<file path="src/rtl/fd_pipe_stage_if.sv">
// Valid/ready bus carrying a PC and an instruction between pipeline stages.
// The master drives valid/pc/instr and the slave answers with ready.
interface fd_pipe_stage_if #(
   parameter int unsigned PC_W    = 32,
   parameter int unsigned INSTR_W = 32
);
   logic               valid;
   logic               ready;
   logic [PC_W-1:0]    pc;
   logic [INSTR_W-1:0] instr;

   modport master (
      output valid,
      output pc,
      output instr,
      input  ready
   );

   modport slave (
      input  valid,
      input  pc,
      input  instr,
      output ready
   );
endinterface

</file>
<file path="src/rtl/fd_pipe_stage.sv">
// Fetch->decode pipeline register with a 2-entry skid buffer.
// The head (main) register drives decode; the skid register absorbs one
// extra fetch beat so that in_ready can come straight from registered state
// and never depends on out_ready in the same cycle.
module fd_pipe_stage #(
   parameter int unsigned        PC_W      = 32,
   parameter int unsigned        INSTR_W   = 32,
   parameter logic [INSTR_W-1:0] NOP_INSTR = '0,
   parameter int unsigned        STALL_W   = 16
) (
   input  logic               clock,
   input  logic               reset_n,
   input  logic               flush,
   fd_pipe_stage_if.slave     fetch_if,
   fd_pipe_stage_if.master    decode_if,
   output logic [STALL_W-1:0] stall_count
);

   typedef enum logic [1:0] {
      EMPTY = 2'd0,
      ONE   = 2'd1,
      TWO   = 2'd2
   } state_t;

   localparam logic [STALL_W-1:0] STALL_MAX = '1;
   localparam logic [STALL_W-1:0] STALL_ONE = 1;

   state_t             state_q,      state_d;
   logic [PC_W-1:0]    main_pc_q,    main_pc_d;
   logic [INSTR_W-1:0] main_instr_q, main_instr_d;
   logic [PC_W-1:0]    skid_pc_q,    skid_pc_d;
   logic [INSTR_W-1:0] skid_instr_q, skid_instr_d;
   logic [STALL_W-1:0] stall_q,      stall_d;

   logic in_ready;
   logic out_valid;
   logic ifire;
   logic ofire;

   // Handshake terms: in_ready comes from state only, gated by reset.
   assign in_ready  = reset_n & (state_q != TWO);
   assign out_valid = (state_q != EMPTY);
   assign ifire     = fetch_if.valid & in_ready;
   assign ofire     = out_valid & decode_if.ready;

   assign fetch_if.ready  = in_ready;
   assign decode_if.valid = out_valid;
   assign decode_if.pc    = main_pc_q;
   assign decode_if.instr = out_valid ? main_instr_q : NOP_INSTR;
   assign stall_count     = stall_q;

   // Next-state, entry moves and stall counting.
   always_comb begin
      state_d      = state_q;
      main_pc_d    = main_pc_q;
      main_instr_d = main_instr_q;
      skid_pc_d    = skid_pc_q;
      skid_instr_d = skid_instr_q;
      stall_d      = stall_q;

      if (flush) begin
         // Redirect: drop both entries and whatever fetch offers this cycle.
         state_d = EMPTY;
      end else begin
         unique case (state_q)
            EMPTY: begin
               if (ifire) begin
                  main_pc_d    = fetch_if.pc;
                  main_instr_d = fetch_if.instr;
                  state_d      = ONE;
               end
            end
            ONE: begin
               if (ifire && ofire) begin
                  main_pc_d    = fetch_if.pc;
                  main_instr_d = fetch_if.instr;
               end else if (ifire) begin
                  skid_pc_d    = fetch_if.pc;
                  skid_instr_d = fetch_if.instr;
                  state_d      = TWO;
               end else if (ofire) begin
                  state_d      = EMPTY;
               end
            end
            TWO: begin
               if (ofire) begin
                  main_pc_d    = skid_pc_q;
                  main_instr_d = skid_instr_q;
                  state_d      = ONE;
               end
            end
            default: begin
               state_d = EMPTY;
            end
         endcase
      end

      // Count backpressured cycles; a flushed cycle is not a stall.
      if (out_valid && !decode_if.ready && !flush && (stall_q != STALL_MAX)) begin
         stall_d = stall_q + STALL_ONE;
      end
   end

   // State register with synchronous active-low reset.
   always_ff @(posedge clock) begin
      if (!reset_n) begin
         state_q      <= EMPTY;
         main_pc_q    <= '0;
         main_instr_q <= NOP_INSTR;
         skid_pc_q    <= '0;
         skid_instr_q <= '0;
         stall_q      <= '0;
      end else begin
         state_q      <= state_d;
         main_pc_q    <= main_pc_d;
         main_instr_q <= main_instr_d;
         skid_pc_q    <= skid_pc_d;
         skid_instr_q <= skid_instr_d;
         stall_q      <= stall_d;
      end
   end

endmodule

</file>
<file path="src/flat_wrapper.sv">
// flat-port wrapper written by rule: the top's interface ports become plain ports
module fd_pipe_stage_flat 
#(
   parameter int unsigned        PC_W      = 32,
   parameter int unsigned        INSTR_W   = 32,
   parameter logic [INSTR_W-1:0] NOP_INSTR = '0,
   parameter int unsigned        STALL_W   = 16
)
  (clock, reset_n, flush, stall_count, fetch_if_valid, fetch_if_pc, fetch_if_instr, fetch_if_ready, decode_if_valid, decode_if_pc, decode_if_instr, decode_if_ready);
  fd_pipe_stage_if #(.PC_W(PC_W), .INSTR_W(INSTR_W)) fetch_if_i ();
  fd_pipe_stage_if #(.PC_W(PC_W), .INSTR_W(INSTR_W)) decode_if_i ();
  input  logic clock;
  input  logic reset_n;
  input  logic flush;
  output logic [STALL_W-1:0] stall_count;
  input wire logic [$bits(fetch_if_i.valid)-1:0] fetch_if_valid;
  input wire logic [$bits(fetch_if_i.pc)-1:0] fetch_if_pc;
  input wire logic [$bits(fetch_if_i.instr)-1:0] fetch_if_instr;
  output wire logic [$bits(fetch_if_i.ready)-1:0] fetch_if_ready;
  output wire logic [$bits(decode_if_i.valid)-1:0] decode_if_valid;
  output wire logic [$bits(decode_if_i.pc)-1:0] decode_if_pc;
  output wire logic [$bits(decode_if_i.instr)-1:0] decode_if_instr;
  input wire logic [$bits(decode_if_i.ready)-1:0] decode_if_ready;
  assign fetch_if_i.valid = fetch_if_valid;
  assign fetch_if_i.pc = fetch_if_pc;
  assign fetch_if_i.instr = fetch_if_instr;
  assign fetch_if_ready = fetch_if_i.ready;
  assign decode_if_valid = decode_if_i.valid;
  assign decode_if_pc = decode_if_i.pc;
  assign decode_if_instr = decode_if_i.instr;
  assign decode_if_i.ready = decode_if_ready;
  fd_pipe_stage #(.PC_W(PC_W), .INSTR_W(INSTR_W), .NOP_INSTR(NOP_INSTR), .STALL_W(STALL_W)) u_core (.clock(clock), .reset_n(reset_n), .flush(flush), .fetch_if(fetch_if_i), .decode_if(decode_if_i), .stall_count(stall_count));
endmodule
</file>
<file path="config.mk">
export PLATFORM = sky130hd
export DESIGN_NAME = fd_pipe_stage_flat
export DESIGN_NICKNAME = d
export VERILOG_FILES = /design/src/rtl/fd_pipe_stage_if.sv /design/src/rtl/fd_pipe_stage.sv /design/src/flat_wrapper.sv
export SDC_FILE = /design/constraint.sdc
export NUM_CORES = 1
export LEC_CHECK = 0
export CAP_MARGIN = 15
export CORE_ASPECT_RATIO = 1.25
export CORE_UTILIZATION = 50
export DETAILED_ROUTE_END_ITERATION = 10
export GPL_ROUTABILITY_DRIVEN = 1
export PLACE_DENSITY = 0.8
export SYNTH_ARGS = -nofsm -noshare
export SYNTH_HDL_FRONTEND = slang
export SYNTH_SLANG_ARGS = --single-unit
</file>
<file path="constraint.sdc">
create_clock -name clock -period 1.8 [get_ports clock]
set_input_delay 0.36 -clock clock [delete_from_list [all_inputs] [get_ports clock]]
set_output_delay 0.36 -clock clock [all_outputs]
set_load 0.005 [all_outputs]
</file>
Word-level counts from Yosys, hierarchy flattened --
Index checks and enable logic that the tools add are counted.
Storage, ports and cells: bits in registers 146, input port bits 69, word-level logic and storage cells 50
Operators by class: mux-type cells 15, eq/ne operators 9, add/subtract/negate cells 1, reduce and logical (&&, ||, !) cells 13, bitwise logic cells 6
Operators by type and width (count):
- $mux W32 | 7
- $pmux W32 S3 | 2
- $add A16 B1 Y16 const B | 1
- $ne A16 B16 Y1 const B | 1
- $mux W2 | 5
- $reduce_and A4 Y1 | 2
- $ne A2 B1 Y1 const B | 3
- $pmux W2 S3 | 1
- $reduce_and A5 Y1 | 1
- $logic_and A1 B1 Y1 | 4
- $ne A2 B2 Y1 const B | 2
- $and A1 B1 Y1 | 3
- $ne A3 B1 Y1 const B | 1
- $not A1 Y1 | 3
- $reduce_bool A3 Y1 | 1
- $eq A2 B1 Y1 const B | 1
- $eq A2 B2 Y1 const B | 1
- $logic_not A1 Y1 | 2
- $logic_not A2 Y1 | 1
- $reduce_bool A2 Y1 | 1
- $reduce_or A2 Y1 | 1

Longest topological paths before layout --
Gate-level depths: netlist of the first run.
word-level depth 6, mapped depth 7

Least setup slack after synthesis of the first run --
OpenSTA, ideal clock, no wires.
path kind input-to-output, start input reset_n, end output fetch_if_ready, stages on the path 4, arrival 1.383 ns, slack 0.057 ns, cells stage by stage clkbuf_1 clkbuf_1 clkbuf_1 and2_1
Between the ends: word-level cells in the longest chain between the ends 1
RTL lines:
- start, declared | line flat_wrapper.sv:13 | input logic reset_n;
- $and A1 B1 Y1 | line fd_pipe_stage.sv:41 | assign in_ready = reset_n & (state_q != TWO);
- end, declared | line flat_wrapper.sv:19 | output wire logic [$bits(fetch_if_i.ready)-1:0] fetch_if_ready;
Every way passes these cells.

Worst setup path in the final report of the first run --
start register u_core.state_q[1], end output decode_if_instr[5]
Between the ends: word-level cells in the longest chain between the ends 2
RTL lines:
- start, declared | line fd_pipe_stage.sv:28 | state_t state_q, state_d;
- start signal, assigned | line fd_pipe_stage.sv:114 | state_q <= state_d;
- $reduce_bool A2 Y1 | line fd_pipe_stage.sv:42 | assign out_valid = (state_q != EMPTY);
- $mux W32 | line fd_pipe_stage.sv:49 | assign decode_if.instr = out_valid ? main_instr_q : NOP_INSTR;
- end, declared | line flat_wrapper.sv:22 | output wire logic [$bits(decode_if_i.instr)-1:0] decode_if_instr;
Every way passes these cells.

==> results.md, run 1 <==
- # H-tree levels: 4
- Setup-failing EPs final: 39
- Combinational share of power: a little over a tenth
- Pre-CTS setup slack: -371 ps
- Leakage: 3.88 nW
- IO Count: ~150
- Die Area: approximately 14000 um^2
- Initial antenna violation count: 2
- Final WS setup: -81.6 ps
- CTS Buffer Depth: 2
- Area grow syn2layout: 45.3%
- Final hold violations: 0
- Min-Delay Path Class: primary input to flop
- Site Rows: between 40 and 50
- Worst-skew pair later-pin latency: between 400 and 500 ps
- Final Instance Area: 9630 um^2
- Die width: 105 um
- Post-DP HPWL: a little over 10 mm
- Measured slew at the worst slew-check pin: between 500 and 600 ps
- Slew Limit Fails: 0
- Dpl cell area: 8410 um^2
- Avg Synthesized Cell Area: roughly 8.3 um^2
- Seq/Total Area, Yosys: between 40% and 50%
- Power density over the cells: between 700 and 800 nW/um^2
- Kind of critical path: flop to primary output
- Final Non-Filler Cells: 1139
- Clock Sinks: ~150
- Max transition margin: between 60 and 70%
- Reg area: between 2000 and 3000 um^2
- Overflow after GRT: 0
- Vias in the first global route: ~5600
- Antenna viol nets, final: 0
- Post-synth top area cell: dfxtp_1
- Cells after DPL: 1086
- Power Internal: ~6 mW
- Hold Slack: 391 ps
- Routability Congestion: a little over 0.8
- Fin crit share: 105%
- Sw Share: roughly a quarter
- Sequential power share: a little over two fifths
- Post-Syn Instances: 801
- Critical Path Fanout Max: 8
- CTS tree: yes
- Sw Pwr: 1.79 mW
- Multi-input logic area: between 3000 and 4000 um^2
- R2R setup slack: -50 ps
- All-Layer GR Usage: 25.2%
- Clk root buf: clkbuf_16
- Min Tclk post-route: between 1500 and 2000 ps
- Final nets: 1029
- Clock skew: around 11 ps
- Via count: 6401
- Global-route wire length before repair: roughly 28 mm
- Crit path required time: about 1400 ps
- Outcome: complete, but fails checks
- Violated checks: setup timing
- Die height: around 130 um
- Netlist cell types: 36
- Fill count: between 900 and 1000
- Layout cells sized above 1: between 10% and 20%
- Worst Path Arrival: roughly 1500 ps
- VDD IR max: 0.690 mV
- CP startpoint kind: flop
- Synth top area share: ~44%
- Initial Util: approximately half
- Yosys warning count: 0
- Port bufs: 150
- Core area: 12800 um^2
- MaxCap Viol Count: 0
- Pin count of the biggest net entering global routing: 130
- WL final: around 20 mm
- Clock power share: between 40% and 50%
- #FFs+latches synth: 146
- Clk slew on worst S/H paths: 60 ps
- DRT iter0 DRCs: 383
- Vias/cell: 5.62
- Max Fclk: around 0.53 GHz
- Synthesized net count: about 870
- Mapped Area: between 6000 and 7000 um^2
- Cts bufs inserted: 17
- Area contributors post-synth: dfxtp_1 44%, mux2i_1 11%, a21oi_1 10%
- DRC: 0
- Drt pass-1 iters: 7
- DR WL/cell: 17.3 um
- RSZ-0062 raised after global routing: true
- CP endpoint kind: primary output
[worst paths after layout]
path / start / end / cells after the start
setup / recovery: u_core.state_q[1]$_SDFFE_PP0P_ / decode_if_instr[5] / 4
hold / removal: flush / u_core.state_q[1]$_SDFFE_PP0P_ / 5
setup reg to reg: u_core.state_q[0]$_SDFFE_PP0P_ / u_core.main_instr_q[14]$_SDFFE_PN0P_ / 6
hold reg to reg: u_core.skid_pc_q[29]$_SDFFE_PN0P_ / u_core.skid_pc_q[29]$_SDFFE_PN0P_ / 2
[state kept, by name (all words and copies together), names as in the netlist]
| register | cells |
|---|---|
| u_core.decode_if.pc | 32 |
| u_core.main_instr_q | 32 |
| u_core.skid_instr_q | 32 |
| u_core.skid_pc_q | 32 |
| u_core.stall_count | 16 |
| u_core.state_q | 2 |
[area by class of cell]
class	count	share of cell area, %
tap	168	2.18
clock inverter	13	1.69
multi-input combinational	583	37.4
inverter	3	0.143
antenna	1	0.0260
clock buffer	17	4.42
timing repair buffer	208	23.8
sequential	146	30.4
[power by group through the flow]
stage                     clock network [mW]  registers (mW)  logic [mW]
final                                   3.55            3.32       0.828
after global routing                    3.75            3.33       0.880
after CTS                               3.58            3.32       0.678
after detailed placement                   0            3.39       0.626
after global placement                     0            3.39       0.617
after floorplan                            0            3.38       0.292
[critical path, stage by stage (launching register included)]
cell and delay [ps]:
dfxtp_1 320, or2_4 340, clkbuf_16 190, and2_1 160, clkbuf_2 110
[timing repair]
action	in CTS	in global routing
resized for setup	86	127
gates cloned	3	15
setup endpoints to repair	98	136
hold buffers	0	0
buffers inserted	2	3
pin swaps	4	59
[placed cells by master (no fill, tap or decap), drive strengths merged, types with 2 or more instances in the layout]
master,n
a211oi,5
a21oi,135
and2,34
and3,2
buf,63
bufinv,3
clkbuf,45
clkdlybuf4s50,112
clkinv,5
clkinvlp,3
dfxtp,146
dlymetal6s2s,4
inv,5
mux2i,76
nand2,149
nand2b,11
nand3,9
nand4,5
nor2,3
nor2b,2
nor4,4
o21ai,65
o31ai,2
o32a,3
or3,65
or4,2
[Yosys cell counts, drive strengths merged]
master	instances
mux2i	76
or4	2
a211oi	5
nand4	5
and4	1
a21oi	135
nor3	1
nor2	3
and2	34
clkbuf	49
nand4bb	1
nor4	4
inv	3
o21bai	1
dfxtp	146
o311a	1
o21ai	65
buf	22
o32a	1
or3	65
nand3	9
and3	2
o311ai	1
o31ai	2
nor4b	1
ha	1
or2	1
o41ai	1
nor2b	2
o22a	1
nand2	149
nand2b	11
[layer usage]
layer,part of all wire (%),wire [um],vias up,track usage (%)
met4,2.4,478,0,10.5
met1,41,8080,3055,30.3
met3,5.0,992,40,5.16
met2,52,10200,190,44.1
met5,0,0,-,0
li1,-,-,3116,-
[logic make-up (layout without fill, tap and decap cells)]
group                    Yosys count  count (layout)  share of synthesized area, %
AO/OA/AOI/OAI                    213             215                          16.7
adder cells (fa/ha/maj)            1               1                         0.189
buffers and inverters             74             241                          5.51
flip-flops                       146             146                          44.1
multiplexers                      76              76                          11.5
other                              0               1                             0
AND/OR/NAND/NOR                  291             291                          22.0
[through the flow]
step	power (mW)	setup TNS [ps]	util, %
floorplan	3.68	0	-
global placement	4.00	-36590	65.5
detailed placement	4.01	-40260	65.5
CTS	7.58	-3750	71.1
global route	7.95	-3330	75.0
finish	7.70	-1670	75.0
Note: power is estimated with default switching activity, not from simulation.
==> run 2: changes to the inputs <==
Settings changed: CORE_ASPECT_RATIO 1.25 to 1.4.
==> results.md, run 2 (synthesized netlist as in run 1, its figures left out) <==
- DRT iter0 DRCs: 367 (-4.2%)
- Crit path required time: 1440 ps (about the same)
- CTS Buffer Depth: 2 (unchanged)
- Clk slew on worst S/H paths: 60 ps (about the same)
- RSZ-0062 raised after global routing: true
- Layout cells sized above 1: 18.9% (-0.38 points)
- Antenna viol nets, final: 0 (unchanged)
- Commonest non-fill, non-tap cells in the layout: 148 x nand2_1, 142 x dfxtp_1, 126 x a21oi_1
- IO Count: 151 (unchanged)
- Most common cell after layout, fill and taps aside: nand2_1
- All-Layer GR Usage: 25.8% (+0.58 points)
- Violated checks: setup timing
- Worst Path Arrival: 1570 ps (+50 ps)
- Hold Slack: 414 ps (+23.0 ps)
- Min Tclk post-route: 1930 ps (+52.3 ps)
- DR WL/cell: 17.3 um (-0.43%)
- CTS tree: yes
- Setup-failing EPs final: 29 (-26%)
- CP endpoint kind: primary output
- Vias/cell: 5.71 (+1.6%)
- Power density over the cells: 805 nW/um^2 (+0.70%)
- WL final: 19.6 mm (-0.96%)
- Initial Util: 51.5% (-0.16 points)
- Post-DP HPWL: 10.5 mm (+2.0%)
- Clock Sinks: 146 (unchanged)
- Die height: 138 um (+5.7%)
- Area grow syn2layout: 45.3% (about the same)
- Post-CTS Hold Buffers: 0 (unchanged)
- Die width: 99.3 um (-5.4%)
- Slew Limit Fails: 0 (unchanged)
- Critical Path Fanout Max: 6 (-2)
- Port bufs: 150 (unchanged)
- Overflow after GRT: 0 (unchanged)
- Kind of critical path: flop to primary output
- Site Rows: 49 (+6.5%)
- Leakage: 3.92 nW (+1.1%)
- Clock skew: 8.12 ps (-3.03 ps)
- Routability Congestion: 0.808 (+0.27%)
- Outcome: complete, but fails checks
- Pre-CTS setup slack: -425 ps (-54.2 ps)
- Max Fclk: 0.517 GHz (-2.7%)
- Max transition margin: 66.8% (+3.6 points)
- Initial antenna violation count: 1 (-1)
- MaxCap Viol Count: 0 (unchanged)
- DRC: 0 (unchanged)
- Min-Delay Path Class: primary input to flop
- Measured slew at the worst slew-check pin: 498 ps (-48.7 ps)
- Vias in the first global route: 5948 (+6.9%)
- Hold Path Stages: 5 (unchanged)
- VDD IR max: 0.665 mV (-3.6%)
- CP startpoint kind: flop
- Core area: 12900 um^2 (+0.31%)
- Fill count: 910 (+0.44%)
- # H-tree levels: 4 (unchanged)
- FF-to-FF path depth: 8 (+2)
- Global-route wire length before repair: 28.5 mm (+3.3%)
- Fin crit share: 107% (+2.9 points)
- Drt pass-1 iters: 5 (-2)
- Cts bufs inserted: 17 (unchanged)
- Final WS setup: -134 ps (-52.3 ps)
- Final hold violations: 0 (unchanged)
- Pin count of the biggest net entering global routing: 130 (unchanged)
- Via count: 6467 (+1.0%)
- Die Area: 13700 um^2 (about the same)
- Worst-skew pair later-pin latency: 420 ps (about the same)
- Clk root buf: clkbuf_16
- Final nets: 1037 (+0.78%)
## run 2: cell count changes in the layout (fill, tap and decap cells not counted), moves of 6 or more
| cell | change |
|---|---|
| a21oi_1 | +6 |
| a21oi_2 | -6 |
| buf_2 | +9 |
| buf_4 | +7 |
| buf_6 | +10 |
| clkbuf_2 | -17 |
| or3_1 | +8 |
| or3_4 | -8 |
## run 2: path summary, 6_finish.rpt
kind	from	endpoint	slack [ps]
worst max-delay path	u_core.state_q[1]$_SDFFE_PP0P_	decode_if_instr[6]	-130
worst min-delay path	flush	u_core.state_q[1]$_SDFFE_PP0P_	410
worst max register to register	u_core.state_q[0]$_SDFFE_PP0P_	u_core.main_instr_q[12]$_SDFFE_PN0P_	-120
worst min register to register	u_core.skid_instr_q[22]$_SDFFE_PN0P_	u_core.skid_instr_q[22]$_SDFFE_PN0P_	450
## run 2: critical path, stage by stage (launching register included)
cell and delay [ps]:
dfxtp_2 320, or2_4 290, buf_12 150, clkbuf_16 150
and2_4 140, buf_6 110
## run 2: report_power, final
| group | internal, mW | switching [mW] |
|---|---|---|
| sequential | 3.29 | 0.0325 |
| combinational | 0.443 | 0.375 |
| clock | 2.22 | 1.40 |
| total | 5.95 | 1.81 |
## run 2: final cells by class
type                            instances  area, um^2  area share [%]
Multi-Input combinational cell        583        3540            36.8
Tap cell                              153         191            1.99
Sequential cell                       146        2930            30.4
Clock buffer                           19         443            4.60
Antenna cell                            1        2.50          0.0260
Inverter                                3        13.8           0.143
Clock inverter                         12         156            1.62
Timing Repair Buffer                  216        2350            24.4
## run 2: stage by stage
stage	total power [mW]	utilization, %	cells	setup TNS, ps	area [um^2]
global route	7.99	74.8	1133	-3180	9630
finish	7.76	74.8	1133	-2190	9630
floorplan	3.68	-	801	0	6630
global placement	4.01	65.2	1076	-48970	8400
CTS	7.65	70.8	1118	-2700	9120
detailed placement	4.02	65.2	1076	-51300	8400
## run 2: timing repair
action / in CTS / in global routing
resized for setup: 164 / 68
setup buffers: 8 / 5
pin swaps: 12 / 19
gates cloned: 3 / 12
setup endpoints to repair: 44 / 164
## run 2: layer usage
| metal | share of wire, % | GRT usage, % | up-vias |
|---|---|---|---|
| met5 | 0 | 0 | - |
| met2 | 52 | 44.9 | 220 |
| met1 | 40 | 30.0 | 3072 |
| met3 | 5.6 | 5.56 | 45 |
| li1 | - | - | 3130 |
| met4 | 3.0 | 11.4 | 0 |
